File: src/rtl/tile_seq_pkg.sv
// ----------------------------------------------------------------------------
// tile_seq_pkg : shared state encoding and width helper for tile_sequencer
// Rev 1.0
// ----------------------------------------------------------------------------
`default_nettype none

package tile_seq_pkg;

  typedef enum logic [2:0] {
    IDLE  = 3'd0,
    FEED  = 3'd1,
    FLUSH = 3'd2,
    DRAIN = 3'd3,
    DONE  = 3'd4
  } state_t;

  // Width of an anti-diagonal index for a tile x tile PE array.
  function automatic int diag_w(input int tile);
    return $clog2(2 * tile - 1);
  endfunction

endpackage

`default_nettype wire

File: src/rtl/skew_lane.sv
// ----------------------------------------------------------------------------
// skew_lane : DEPTH-stage data+valid shift chain feeding one array edge lane
// Rev 1.0
// ----------------------------------------------------------------------------
`default_nettype none

module skew_lane #(
  parameter int DEPTH = 1,
  parameter int DW    = 8
) (
  input  logic          clk,
  input  logic          reset,
  input  logic [DW-1:0] in_data,
  input  logic          in_vld,
  output logic [DW-1:0] out_data,
  output logic          out_vld
);

  logic [DEPTH-1:0][DW-1:0] data_q, data_d;
  logic [DEPTH-1:0]         vld_q, vld_d;

  always_comb begin
    data_d    = data_q;
    vld_d     = vld_q;
    data_d[0] = in_data;
    vld_d[0]  = in_vld;
    for (int s = 1; s < DEPTH; s++) begin
      data_d[s] = data_q[s-1];
      vld_d[s]  = vld_q[s-1];
    end
  end

  always_ff @(posedge clk or posedge reset) begin
    if (reset) begin
      data_q <= '0;
      vld_q  <= '0;
    end else begin
      data_q <= data_d;
      vld_q  <= vld_d;
    end
  end

  assign out_data = data_q[DEPTH-1];
  assign out_vld  = vld_q[DEPTH-1];

endmodule

`default_nettype wire

File: src/rtl/tile_sequencer.sv
// ----------------------------------------------------------------------------
// tile_sequencer : skews A/B operand beats into a TILE x TILE systolic array,
//                  walks all output tiles and sequences anti-diagonal drains
// Rev 1.0
// ----------------------------------------------------------------------------
`default_nettype none

module tile_sequencer
  import tile_seq_pkg::*;
#(
  parameter int TILE   = 2,
  parameter int DW     = 8,
  parameter int SIZE_W = 17,
  parameter int PE_LAT = 1
) (
  input  logic                      clk,
  input  logic                      reset,
  input  logic                      start,
  input  logic [SIZE_W-1:0]         size,
  input  logic                      in_valid,
  output logic                      in_ready,
  input  logic [TILE*DW-1:0]        in_a,
  input  logic [TILE*DW-1:0]        in_b,
  output logic [TILE*DW-1:0]        a_out,
  output logic [TILE-1:0]           a_vld,
  output logic [TILE*DW-1:0]        b_out,
  output logic [TILE-1:0]           b_vld,
  output logic                      push_valid,
  output logic [diag_w(TILE)-1:0]   push_diag,
  output logic                      busy,
  output logic                      done,
  output logic                      err
);

  localparam int DIAG_W    = diag_w(TILE);
  localparam int FLUSH_LEN = PE_LAT + 1;
  localparam int DRAIN_LEN = 2 * TILE - 1;
  localparam int PH_MAX    = (FLUSH_LEN > DRAIN_LEN) ? FLUSH_LEN : DRAIN_LEN;
  localparam int PH_W      = $clog2(PH_MAX);
  localparam int TW        = 2 * SIZE_W;

  localparam logic [SIZE_W-1:0] TILE_S     = SIZE_W'(TILE);
  localparam logic [PH_W-1:0]   FLUSH_LAST = PH_W'(FLUSH_LEN - 1);
  localparam logic [PH_W-1:0]   DRAIN_LAST = PH_W'(DRAIN_LEN - 1);

  state_t              state_q, state_d;
  logic [SIZE_W-1:0]   size_q, size_d;
  logic [SIZE_W-1:0]   k_cnt_q, k_cnt_d;
  logic [TW-1:0]       tiles_q, tiles_d;
  logic [TW-1:0]       tile_cnt_q, tile_cnt_d;
  logic [PH_W-1:0]     phase_q, phase_d;
  logic                err_q, err_d;

  logic                beat;
  logic                size_ok;
  logic [SIZE_W-1:0]   quot;

  assign beat    = in_valid && (state_q == FEED);
  assign size_ok = (size >= TILE_S) && ((size % TILE_S) == '0);
  assign quot    = size / TILE_S;

  always_comb begin
    state_d    = state_q;
    size_d     = size_q;
    k_cnt_d    = k_cnt_q;
    tiles_d    = tiles_q;
    tile_cnt_d = tile_cnt_q;
    phase_d    = phase_q;
    err_d      = 1'b0;
    case (state_q)
      IDLE: begin
        if (start) begin
          if (size_ok) begin
            // Tile total is fixed here so later tile compares ignore the live size input.
            size_d     = size;
            tiles_d    = TW'(quot) * TW'(quot);
            k_cnt_d    = '0;
            tile_cnt_d = '0;
            state_d    = FEED;
          end else begin
            err_d = 1'b1;
          end
        end
      end
      FEED: begin
        if (beat) begin
          if (k_cnt_q == size_q - SIZE_W'(1)) begin
            k_cnt_d = '0;
            phase_d = '0;
            state_d = FLUSH;
          end else begin
            k_cnt_d = k_cnt_q + SIZE_W'(1);
          end
        end
      end
      FLUSH: begin
        if (phase_q == FLUSH_LAST) begin
          phase_d = '0;
          state_d = DRAIN;
        end else begin
          phase_d = phase_q + PH_W'(1);
        end
      end
      DRAIN: begin
        if (phase_q == DRAIN_LAST) begin
          phase_d    = '0;
          tile_cnt_d = tile_cnt_q + TW'(1);
          state_d    = (tile_cnt_q + TW'(1) == tiles_q) ? DONE : FEED;
        end else begin
          phase_d = phase_q + PH_W'(1);
        end
      end
      DONE:    state_d = IDLE;
      default: state_d = IDLE;
    endcase
  end

  always_ff @(posedge clk or posedge reset) begin
    if (reset) begin
      state_q    <= IDLE;
      size_q     <= '0;
      k_cnt_q    <= '0;
      tiles_q    <= '0;
      tile_cnt_q <= '0;
      phase_q    <= '0;
      err_q      <= 1'b0;
    end else begin
      state_q    <= state_d;
      size_q     <= size_d;
      k_cnt_q    <= k_cnt_d;
      tiles_q    <= tiles_d;
      tile_cnt_q <= tile_cnt_d;
      phase_q    <= phase_d;
      err_q      <= err_d;
    end
  end

  assign in_ready   = (state_q == FEED);
  assign push_valid = (state_q == DRAIN);
  assign push_diag  = push_valid ? phase_q[DIAG_W-1:0] : '0;
  assign busy       = (state_q != IDLE);
  assign done       = (state_q == DONE);
  assign err        = err_q;

  // Lane i is i+1 stages deep; idle cycles push zero data with vld low.
  for (genvar i = 0; i < TILE; i++) begin : g_lane
    logic [DW-1:0] a_in;
    logic [DW-1:0] b_in;

    assign a_in = beat ? in_a[i*DW +: DW] : '0;
    assign b_in = beat ? in_b[i*DW +: DW] : '0;

    skew_lane #(.DEPTH(i + 1), .DW(DW)) u_a_lane (
      .clk      (clk),
      .reset    (reset),
      .in_data  (a_in),
      .in_vld   (beat),
      .out_data (a_out[i*DW +: DW]),
      .out_vld  (a_vld[i])
    );

    skew_lane #(.DEPTH(i + 1), .DW(DW)) u_b_lane (
      .clk      (clk),
      .reset    (reset),
      .in_data  (b_in),
      .in_vld   (beat),
      .out_data (b_out[i*DW +: DW]),
      .out_vld  (b_vld[i])
    );
  end

endmodule

`default_nettype wire

File: config.mk
export PLATFORM = sky130hd
export DESIGN_NAME = tile_sequencer
export DESIGN_NICKNAME = d
export VERILOG_FILES = /design/src/rtl/tile_seq_pkg.sv /design/src/rtl/skew_lane.sv /design/src/rtl/tile_sequencer.sv
export SDC_FILE = /design/constraint.sdc
export NUM_CORES = 1
export LEC_CHECK = 0
export BUFFER_PORTS_ARGS = -buffer_cell sky130_fd_sc_hd__buf_2
export CORE_UTILIZATION = 53
export CTS_CLUSTER_DIAMETER = 200
export CTS_CLUSTER_SIZE = 30
export DETAILED_ROUTE_END_ITERATION = 8
export PLACE_DENSITY = 0.7
export SYNTH_ARGS = -nofsm -noshare
export SYNTH_HDL_FRONTEND = slang
export SYNTH_SLANG_ARGS = --single-unit
File: constraint.sdc
create_clock -name clk -period 11.15 [get_ports clk]
set_input_delay 2.23 -clock clk [delete_from_list [all_inputs] [get_ports clk]]
set_output_delay 2.23 -clock clk [all_outputs]
set_load 0.01 [all_outputs]
# Yosys cells after proc, flatten, opt, wreduce, memory -nomap -nowiden
# Cells that the tools add are included.
[op_classes]
n_addsub = 4
mul = 1
div = 0
magnitude_cmp = 1
eq_ne = 14
shifts = 0
n_mux = 30
bitwise_logic = 0
reduce_logical = 13
[ops]
columns = ["cell", "n"]
rows = [
  ["two-way mux 34 bit", 3],
  ["two-way mux 17 bit", 4],
  ["case mux 34 bit (2 select lines)", 1],
  ["adder 34 x 1 -> 34 bit, second input constant", 1],
  ["== test 34 bit", 1],
  ["case mux 17 bit (2 select lines)", 1],
  ["multiplier 16 x 16 -> 32 bit", 1],
  ["two-way mux 8 bit", 4],
  ["two-way mux 3 bit", 7],
  ["adder 17 x 1 -> 17 bit, second input constant", 1],
  ["== test 17 bit", 1],
  [">= comparator 17 x 2 -> 1 bit, second input constant", 1],
  ["zero test 17 bit", 1],
  ["subtractor 17 x 1 -> 17 bit, second input constant", 1],
  ["case mux 3 bit (4 select lines)", 1],
  ["two-way mux 2 bit", 5],
  ["AND reduction 4 bit", 2],
  ["== test 3 x 2 -> 1 bit, second input constant", 2],
  ["inequality test 2 x 1 -> 1 bit, second input constant", 3],
  ["inequality test 2 bit, second input constant", 3],
  ["case mux 2 bit (3 select lines)", 1],
  ["AND reduction 3 bit", 2],
  ["AND reduction 6 bit", 1],
  ["nonzero test 3 bit", 2],
  ["9 further kinds", 13],
]
[totals]
register_bits = 161
latch_bits = 0
mem_bits_rw = 0
mem_bits_ro = 0
inputBits = 53
out_inout_bits = 43
wordCells = 79
mem_count = 0

# Longest topological paths before layout
[depth]
ltp_word = 5
mapped_depth = 25
mapped_depth_nobuf = 24

# By module
# From an unflattened synthesis, not the netlist that was laid out.
[hier_totals]
hier_cells = 1645
area_unflattened_um2 = 15333.5
[modules_own_cells]
columns = ["mod", "n_inst", "cells_each", "area_each_um2", "seq_area_each_um2"]
rows = [
  ["tile_sequencer", 1, 1587, 13967.1, 2602.5],
  ["skew_lane at g_lane[1].u_a_lane ...", 2, 19, 454.2, 450.4],
  ["skew_lane at g_lane[0].u_a_lane ...", 2, 10, 229.0, 225.2],
]

# Worst setup path after synthesis
# No wires, ideal clock.
[synth_timing]
path_type = "input to register"
start = "input size[14]"
end = "register tiles_q[28]"
setup_ns = 0.069
arrival_ns = 8.108
required_time_ns = 11.081
path_slack_ns = 2.973
path_stages = 21
path_buffers = 2
cell_sequence = "clkbuf_1 -> clkbuf_1 -> nand2_1 -> fa_1 -> fa_1 -> inv_1 -> fa_1 -> fa_1 -> fa_1 -> inv_1 -> fa_1 -> inv_1 -> ha_1 -> a21oi_1 -> nand2_1 -> o41a_1 -> a41o_1 -> a32oi_1 -> nand2_1 -> a2111o_1 -> nand3_1"
[synth_via]
elab_chain_cells = 3
word_cells_on_any_way = 4
classes_between = "1 x mul; 1 x order compare; 2 x reduce/logical"
[synth_rtl]
columns = ["item", "line", "rtl"]
rows = [
  ["start: declaration", "tile_sequencer.sv:19", "input logic [SIZE_W-1:0] size,"],
  ["branches (longest 3 deep; another with multiplier 16 x 16 -> 32 bit)", "-", ""],
  ["end signal: assignment", "tile_sequencer.sv:131", "tiles_q <= tiles_d;"],
  ["end: declaration", "tile_sequencer.sv:49", "logic [TW-1:0] tiles_q, tiles_d;"],
]
# Parallel ways; which one is timed is not known.
# A chain may end at the register's enable or synchronous reset.

# Final worst setup path
[layout_timing]
start = "input size[5]"
end = "register tiles_q[25]"
# The elaborated chain is that of the path after synthesis.

==> flow_summary_export.csv <==
group,metric,value,unit
critical_path,cp-end-kind,"flop",
synthesis,netlist_instances,1673,
floorplanning,core_area,0.02786,mm2
clocking,clock-sinks,154,
floorplanning,die_h,170.7,um
sta,fmax,121.5,MHz
clocking,cts_root_buf,"clkbuf_16",
sta,maxSlewViolCount,0,
sta,rsz0062_at_grt,"false",
pwr,p_comb_frac,0.701,
sta,worst_slew_pin_slew,1.115,ns
clocking,cts_buffers,17,
route,totalWireLength,33870,um
sta,timing.setup.tns,0,ns
grt,grt_max_degree,85,
clocking,path_clk_slew,0.07,ns
worst_hold_path,min_path_type,"reg -> reg",
critical_path,critPathMaxStageDelay,0.71,ns
sta,final-hold-violation-count,0,
pwr,p_clk_frac,0.122,
grt,grt_overflow,0,
sta,relSlewSlack,0.2570,
floorplanning,initial_core_util,0.5413,
placed_design,globalplace.congestion,0.8450,
layout,area_growth,8.381,%
placed_design,placed_cells,2074,
pwr,p_leak,8.389,nW
sta,timing.hold.ws,0.3497,ns
run,max_cap_viol_count,0,
route,drt_first_pass_iters,5,
clocking,htreeDepth,4,
critical_path,cpLargestDelayFamily,"adder cells",
pwr,cellPowerDensity,294.6,mW/mm2
synthesis,synth_cell_type_count,75,
clocking,tritoncts,"built",
floorplanning,io_pins,96,
pwr,seq_power_share,0.177,
synthesis,synth_seq_cells,154,
grt,grt_pass1_vias,11420,
grt,grt_first_pass_wirelength,57340,um
layout,n_antenna_cell,0,
route,via_count,11410,
clocking,hold_buffers,0,
route,routed_via_density,5.416,
layout,final_cell_mix,"265 x inv_1, 197 x nand2_1, 164 x fa_1, 154 x dfrtp_1, 106 x o21ai_0",
placed_design,pre_cts_ws,2.552,ns
layout,final_common_cell,"inv_1",
synthesis,synth_flop_cell,"dfrtp_1",
route,drtAntennaViolNets,0,
run_status,status,"completed",
synthesis,async_reset_ff_frac,1.000,
route,first_iter_violations,953,
critical_path,crit_buf_inv,4,
critical_path,start_kind,"primary input",
sta,setup_viol,0,
synthesis,synth.cell_area,0.01508,mm2
critical_path,cp.required,11.43,ns
synthesis,synth_nets,1994,
floorplanning,die_w,170.7,um
placed_design,dpl.hpwl,25650,um
floorplanning,rows,61,
clocking,clk_latency,0.44,ns
pwr,p_int,2.444,mW
placed_design,io_buffers,95,
route,wl_per_cell,16.08,um
synthesis,seq_area_frac_synth,0.2556,
layout,drive_gt1_frac,0.09086,
clocking,cts_repair_resize_count,0,
critical_path,cp_common_cell,"fa_1",
pwr,ir_drop,261.9,uV
sta,period_share,0.7380,
critical_path,path_cells,"buf_2, nand2_1, fa_1, inv_1, fa_1, fa_1, fa_1, fa_1, inv_1, fa_1, inv_1, ha_1, a21oi_1, o21ai_0, a2111oi_0, o31ai_1, a21o_1, a21oi_1, xor2_1, o21ai_0",
route,drcViolationCount,0,
pwr,sw_frac_of_total,0.4923,
pwr,power_switching,2.370,mW
sta,setup_ws,2.921,ns
synthesis,synth_warnings,0,
floorplanning,dieArea,0.02913,mm2
critical_path,crit_type,"in -> reg",
sta,fin_crit,8.229,ns
clocking,clk_path_buf_depth,2,
layout,fin_cells,2106,
layout,fin_nets,2036,
grt,grt_antenna_before_repair,0,
critical_path,critPathArrivalTime,8.51,ns
critical_path,crit_path_max_fanout,20,
synthesis,synth_edf_count,0,
grt,grt_use_total,0.2478,
sta,fin_skew,0.01811,ns
critical_path,cpMaxStageDelayCell,"a2111oi_0",
clocking,postCtsSetupBuffers,0,
synthesis,avgSynthCellArea,9.013,um2
==> cell type report <==
class	count	area, um2
inverters	266	1003
flip-flops and latches	154	3854
repair buffers	101	520.5
clock buffers	17	425.4
well taps	378	473.0
fillers	2401	11520
multi-input cells	1175	9888
clock inverters	15	177.7
==> Yosys cell counts, types with 3 or more instances <==
cell	instances	area, um2
nand3_1	31	155.2
a211oi_1	4	30.03
fa_1	164	3283
nand4_1	13	81.33
a21oi_1	52	260.3
o41ai_1	4	35.03
nand2_1	197	739.5
and3_1	46	287.8
xor2_1	38	332.8
nor3b_1	4	30.03
or4_1	5	37.54
a21o_1	16	120.1
o31ai_1	16	120.1
o211ai_1	7	52.55
nor3_1	20	100.1
a2111oi_0	3	26.28
xnor2_1	74	648.1
nor2b_1	11	68.82
nand2b_1	11	68.82
ha_1	104	1301
o21bai_1	3	22.52
dfrtp_1	154	3854
inv_1	266	998.5
a31oi_1	12	75.07
mux2i_1	8	80.08
nor4_1	15	93.84
mux2_2	4	45.04
nand3b_1	4	30.03
or2_2	4	25.02
or3_1	6	37.54
buf_2	8	40.04
and4_1	4	35.03
clkbuf_1	59	221.5
a22o_1	3	26.28
and2_1	59	369.1
buf_4	5	37.54
nor2_1	84	315.3
o21ai_0	106	530.5
==> state kept, by name, indices dropped and copies added (netlist names), 2 cells and up <==
name and cells:
k_cnt_q 17, phase_q 2, state_q 3, g_lane.u_b_lane.out_data 16, tile_cnt_q 34, g_lane.u_b_lane.data_d 8, size_q 17, g_lane.u_a_lane.data_d 8
g_lane.u_a_lane.out_data 16, tiles_q 30
==> per-stage QoR <==
step	power (mW)	util	cell area, um2
after floorplan	3.462	-	15080
after global placement	4.141	0.5650	15740
after detailed placement	4.201	0.5650	15740
after CTS	4.826	0.5866	16340
after global routing	5.336	0.5866	16340
final	4.815	0.5866	16340
==> cell families after synthesis <==
kind of cell,synth area share
AO/OA/AOI/OAI,0.1054
multiplexers,0.008298
adder cells (fa/ha/maj),0.3040
flip-flops,0.2556
buffers and inverters,0.08920
XOR/XNOR,0.06506
AND/OR/NAND/NOR,0.1724
==> layer usage <==
layer | routed length, um | part of all wire | up-vias | GRT usage
met2 | 15460 | 0.46 | 313 | 0.3936
li1 | - | - | 5490 | -
met1 | 16250 | 0.48 | 5566 | 0.3566
met3 | 1629 | 0.048 | 37 | 0.03169
met5 | 0 | 0 | - | 0
met4 | 525 | 0.016 | 0 | 0.06816
==> worst paths after layout <==
| kind | startpoint | end | slack, ns | cells past startpoint |
|---|---|---|---|---|
| max in group asynchronous | reset | tile_cnt_q[4] | 7.70 | 3 |
| worst max-delay path | size[5] | tiles_q[25] | 2.92 | 20 |
| worst min-delay path | g_lane[1].u_b_lane.data_d[9] | g_lane[1].u_b_lane.out_data[1] | 0.35 | 0 |
| worst max register to register | tile_cnt_q[2] | state_q[0] | 7.53 | 9 |
| worst min register to register | g_lane[1].u_b_lane.data_d[9] | g_lane[1].u_b_lane.out_data[1] | 0.35 | 0 |
| min in group asynchronous | reset | g_lane[1].u_a_lane.data_d[11] | 1.89 | 2 |
==> power groups by stage <==
| stage | Sequential [mW] | Clock [mW] | Combinational (mW) |
|---|---|---|---|
| floorplan | 0.802 | 0 | 2.66 |
| global placement | 0.852 | 0 | 3.29 |
| detailed placement | 0.857 | 0 | 3.34 |
| CTS | 0.848 | 0.598 | 3.38 |
| global route | 0.870 | 0.620 | 3.85 |
| finish | 0.850 | 0.588 | 3.38 |
(Power assumes the default switching activity.)
